==> src/rtl/fir_serial_ctrl.sv <==
// Time-multiplexed FIR sequencer: one MAC steps over TAPS coefficients per sample.
// Ports: in_* / out_* valid-ready streams, coef_* config write port, busy status.
module fir_serial_ctrl #(
  parameter int WIDTH       = 16,
  parameter int COEFF_WIDTH = 16,
  parameter int TAPS        = 25,
  parameter int ACC_WIDTH   = WIDTH + COEFF_WIDTH + $clog2(TAPS),
  localparam int AW         = $clog2(TAPS)
) (
  input  logic                        clk,
  input  logic                        rst,
  input  logic signed [WIDTH-1:0]     in_data,
  input  logic                        in_valid,
  output logic                        in_ready,
  output logic signed [ACC_WIDTH-1:0] out_data,
  output logic                        out_valid,
  input  logic                        out_ready,
  input  logic                        coef_we,
  input  logic [AW-1:0]               coef_addr,
  input  logic signed [COEFF_WIDTH-1:0] coef_data,
  output logic                        busy
);

  localparam int PW = WIDTH + COEFF_WIDTH;

  typedef enum logic [1:0] {
    IDLE,
    MAC,
    DONE
  } state_t;

  state_t state_q;
  state_t state_d;

  logic signed [WIDTH-1:0]       dline [TAPS];
  logic signed [COEFF_WIDTH-1:0] coef  [TAPS];
  logic [AW-1:0]                 wr_ptr;
  logic [AW-1:0]                 k;
  logic signed [ACC_WIDTH-1:0]   acc;

  logic [AW-1:0]                 rd;
  logic signed [PW-1:0]          prod;
  logic [ACC_WIDTH-1:0]          prod_x;
  logic signed [ACC_WIDTH-1:0]   sum;
  logic                          last;
  logic                          addr_ok;

  // x[n-k] lives at (wr_ptr - k) mod TAPS
  always_comb begin
    if (k > wr_ptr)
      rd = AW'({1'b0, wr_ptr} + (AW+1)'(TAPS) - {1'b0, k});
    else
      rd = wr_ptr - k;
  end

  assign prod    = coef[k] * dline[rd];
  assign prod_x  = {{(ACC_WIDTH-PW){prod[PW-1]}}, prod};
  assign sum     = acc + prod_x;
  assign last    = (k == AW'(TAPS-1));
  assign addr_ok = ({1'b0, coef_addr} < (AW+1)'(TAPS));

  assign in_ready  = (state_q == IDLE);
  assign out_valid = (state_q == DONE);
  assign busy      = (state_q != IDLE);

  always_ff @(posedge clk or negedge rst) begin
    if (!rst) state_q <= IDLE;
    else      state_q <= state_d;
  end

  always_comb begin
    state_d = state_q;
    unique case (1'b1)
      state_q == IDLE: if (in_valid)  state_d = MAC;
      state_q == MAC:  if (last)      state_d = DONE;
      state_q == DONE: if (out_ready) state_d = IDLE;
      default:                        state_d = IDLE;
    endcase
  end

  always_ff @(posedge clk or negedge rst) begin
    if (!rst) begin
      wr_ptr   <= '0;
      k        <= '0;
      acc      <= '0;
      out_data <= '0;
      for (int i = 0; i < TAPS; i++) begin
        dline[i] <= '0;
        coef[i]  <= '0;
      end
    end else begin
      unique case (1'b1)
        state_q == IDLE: begin
          // write lands before the MAC reads it, so a same-cycle
          // sample already sees the new coefficient
          if (coef_we && addr_ok) coef[coef_addr] <= coef_data;
          if (in_valid) begin
            dline[wr_ptr] <= in_data;
            acc           <= '0;
            k             <= '0;
          end
        end
        state_q == MAC: begin
          acc <= sum;
          k   <= k + 1'b1;
          if (last) out_data <= sum;
        end
        state_q == DONE: begin
          if (out_ready) begin
            if (wr_ptr == AW'(TAPS-1)) wr_ptr <= '0;
            else                       wr_ptr <= wr_ptr + 1'b1;
          end
        end
        default: ;
      endcase
    end
  end

endmodule

==> config.mk <==
export PLATFORM = sky130hd
export DESIGN_NAME = fir_serial_ctrl
export DESIGN_NICKNAME = d
export VERILOG_FILES = /design/src/rtl/fir_serial_ctrl.sv
export SDC_FILE = /design/constraint.sdc
export NUM_CORES = 2
export LEC_CHECK = 0
export ABC_CLOCK_PERIOD_IN_PS = 15000
export CAP_MARGIN = 20
export CORE_UTILIZATION = 45
export CTS_BUF_LIST = sky130_fd_sc_hd__clkbuf_8 sky130_fd_sc_hd__clkbuf_16
export CTS_CLUSTER_SIZE = 8
export DETAILED_ROUTE_END_ITERATION = 10
export SLEW_MARGIN = 20
export SYNTH_ARGS = -nofsm -noshare
export SYNTH_HDL_FRONTEND = slang
export SYNTH_SLANG_ARGS = --single-unit
==> constraint.sdc <==
create_clock -name clk -period 15 [get_ports clk]
set_clock_uncertainty 0.1 [all_clocks]
set_input_delay 3 -clock clk [delete_from_list [all_inputs] [get_ports clk]]
set_output_delay 3 -clock clk [all_outputs]
set_load 0.01 [all_outputs]
==> flow_metrics.py <==
metrics = {
    "yosys": {
        "synth-edff-count": 0,
        "synth_top_family_by_area": "multiplexers",
        "yosysTopAreaCell": "dfrtp_1",
        "synth_compound_area_share_pct": 12.0,
        "synth-simple-area-share_pct": 5.21,
        "synthArstFlopShare_pct": 100,
        "syn_area_mm2": 0.0533,
        "yosysWarnings": 0,
        "muxShareOfSynthArea_pct": 22.1,
        "netlist_instances": 4429,
        "synth_ff_type": "dfrtp_1",
        "synth_xor_area_share_pct": 1.05,
        "synth.distinct_cells": 85,
        "synth.area.top_cells": "dfrtp_1, mux2_2, fa_1",
        "synth_top_area_share_pct": 41.6,
        "synth_area_per_cell_um2": 12.0,
        "synthTopCellsByCount": "dfrtp_1, mux2_2, inv_1, fa_1, clkbuf_1",
        "synth_seq_cells": 886,
        "synth_most_common_cell": "dfrtp_1",
        "syn_nets": 4873,
        "ys_seq_area_share_pct": 41.6,
        "synth_fa_ha_area_share_pct": 13.2,
    },
    "die": {
        "rows": 125,
        "die_h_um": 346,
        "die_x_um": 346,
        "core_area_mm2": 0.117,
        "dieArea_mm2": 0.120,
        "start_util_pct": 45.6,
        "io_pins": 82,
    },
    "sta": {
        "hold_viol_final": 0,
        "maxSlewHeadroom_pct": 20.4,
        "worst_pin_slew_ns": 1.19,
        "fin_crit_sh_pct": 88.1,
        "layout_min_cycle_time_ns": 13.21,
        "setup_viol": 0,
        "tns_ns": 0,
        "slew_viol_final": 0,
        "rsz0062_at_grt": "no",
        "fmax_mhz": 75.7,
    },
    "setup_path": {
        "reg2reg_slack_ns": 1.79,
        "cp-start-kind": "flip-flop",
        "cpPeakStageDelay_ns": 0.95,
        "cp.buffers_inverters": 4,
        "criticalPathCategory": "flip-flop to flip-flop",
        "reg2regPathDepth": 33,
        "path_delay_family": "adder cells",
        "critPathRequiredTime_ns": 15.49,
        "crit_fanout": 45,
        "cp.arrival_ns": 13.70,
        "cpMostUsedCell": "fa_1",
        "worst_r2r_endpoint": "out_data[36]$_DFFE_PN0P_",
        "slowest_stage": "dfrtp_4",
        "cp_num_cells": 33,
        "endpoint_kind": "flip-flop",
        "rr_startpoint": "k[1]$_DFFE_PN0P_",
    },
    "placement": {
        "place.gp.congestion": 0.890,
        "hpwl_um": 97100,
        "port_buffers": 81,
    },
    "cts": {
        "numCtsBuffers": 121,
        "cts_root_buf": "clkbuf_16",
        "cts_tree": "done",
        "cts.path.max_buffers": 3,
        "postCtsSetupBuffers": 0,
        "clk_latency_ns": 0.72,
        "clkTransAtPathRegs_ns": 0.05,
        "cts-htree-levels": 3,
        "cts_sinks": 886,
        "ctsResizeCount": 0,
        "cts_hold_buf": 0,
    },
    "drt": {
        "detail-route-antenna-nets": 0,
        "drc": 0,
        "drt_iter0_drc": 2799,
        "vias_per_cell": 6.05,
        "drt_first_pass_iters": 5,
        "vias": 36000,
        "wl_met3_um": 7600,
        "routedWlPerCell_um": 24.6,
        "routed_wl_um": 146000,
        "wl_met1_um": 65300,
        "highest_layer": "met4",
        "dr_wl_met2_um": 69800,
    },
    "worst_hold_path": {
        "whs_path_depth": 2,
        "min_to": "out_data[9]$_DFFE_PN0P_",
        "hold_path_startpoint": "out_data[9]$_DFFE_PN0P_",
        "hold_path_class": "flip-flop to flip-flop",
    },
    "run": {
        "cap_violations": 0,
    },
    "outcome": {
        "status": "finished clean",
    },
    "finish": {
        "multi_input_area_mm2": 0.0287,
        "final_layout_size_suffix_gt1_share_pct": 27.9,
        "area_growth_pct": 10.8,
        "fillers": 10300,
        "diodes": 0,
        "nets": 4863,
        "regArea_mm2": 0.0222,
    },
    "grt": {
        "grt_max_degree": 181,
        "grt.total_usage_pct": 24.9,
        "grt_pass1_wl_um": 232000,
        "antenna_found_initial": 0,
        "globalRouteOverflowTotal": 0,
        "grt_pass1_vias": 37500,
    },
}
==> worst reg2reg max path, delay by kind of cell, from the launching register on <==
family | cells | cell delay, ns
adders and majority gates | 9 | 3.93
and+or+nand+nor | 9 | 3.37
DFF | 1 | 0.95
muxes | 1 | 0.28
AOI/OAI and AO/OA | 9 | 3.07
buffers and inverters | 4 | 1.14
xor gates and xnor gates | 1 | 0.27
==> worst max-delay path by stage <==
stage | from | to
3_5_place_dp | k[1]$_DFFE_PN0P_ | out_data[36]$_DFFE_PN0P_
5_1_grt | k[1]$_DFFE_PN0P_ | out_data[36]$_DFFE_PN0P_
2_1_floorplan | k[0]$_DFFE_PN0P_ | out_data[36]$_DFFE_PN0P_
6_report | k[1]$_DFFE_PN0P_ | out_data[36]$_DFFE_PN0P_
3_3_place_gp | k[0]$_DFFE_PN0P_ | out_data[36]$_DFFE_PN0P_
4_1_cts | k[1]$_DFFE_PN0P_ | out_data[36]$_DFFE_PN0P_
==> sequential cells by signal (all words and copies together), names as in the netlist <==
name      cells
wr_ptr        5
out_data     37
state_q       2
acc          37
dline       400
coef        400
k             5
==> final cells by class <==
| class | instances | area share (%) |
|---|---|---|
| multi-input combinational | 2891 | 48.6 |
| clock buffer | 124 | 5.24 |
| inverter | 321 | 2.04 |
| clock inverter | 10 | 0.299 |
| sequential | 886 | 37.6 |
| tap | 1524 | 3.23 |
| timing repair buffer | 198 | 2.98 |
==> per-layer routing <==
metal  track usage, %  vias up
met5                0        -
met4             6.90        0
met3             3.57      237
met2             40.3      984
met1             35.0    18900
li1                 -    15900
==> metrics by stage <==
| step | std cells | util, % | hold WS (ns) | area (um2) | setup slack (ns) |
|---|---|---|---|---|---|
| 5_1_grt | 5954 | 50.5 | 0.401 | 59000 | 1.11 |
| 2_1_floorplan | 4429 | - | 0.352 | 53300 | 3.54 |
| 3_3_place_gp | 5817 | 47.7 | 0.362 | 55700 | 2.06 |
| 6_report | 5954 | 50.5 | 0.369 | 59000 | 1.79 |
| 3_5_place_dp | 5818 | 47.7 | 0.365 | 55700 | 1.94 |
| 4_1_cts | 5952 | 50.5 | 0.376 | 59000 | 1.90 |
==> logic make-up (layout without fill, tap and decap cells) <==
family / after synthesis / after routing
compound gates: 889 / 889
xor+xnor: 62 / 62
fa+ha+maj: 402 / 402
buf+inv: 652 / 653
flops: 886 / 886
mux: 969 / 969
simple gates: 569 / 569
==> layout by cell type, fill, tap and decap left out, types with 64 or more instances in the layout <==
cell               n
mux4_2            81
clkdlybuf4s50_1   77
a211o_1           64
mux2_2           826
o21ai_0          112
a21oi_1          164
a211oi_1         155
buf_4            110
inv_1            323
nor2_1            70
dfrtp_1          883
clkbuf_16        123
fa_1             267
nand2_1          211
ha_1             135
nand3_1           86
Power is left out: the tool's default activity adds up to more than one toggle a clock period on the data nets, which glitch-free logic cannot reach.
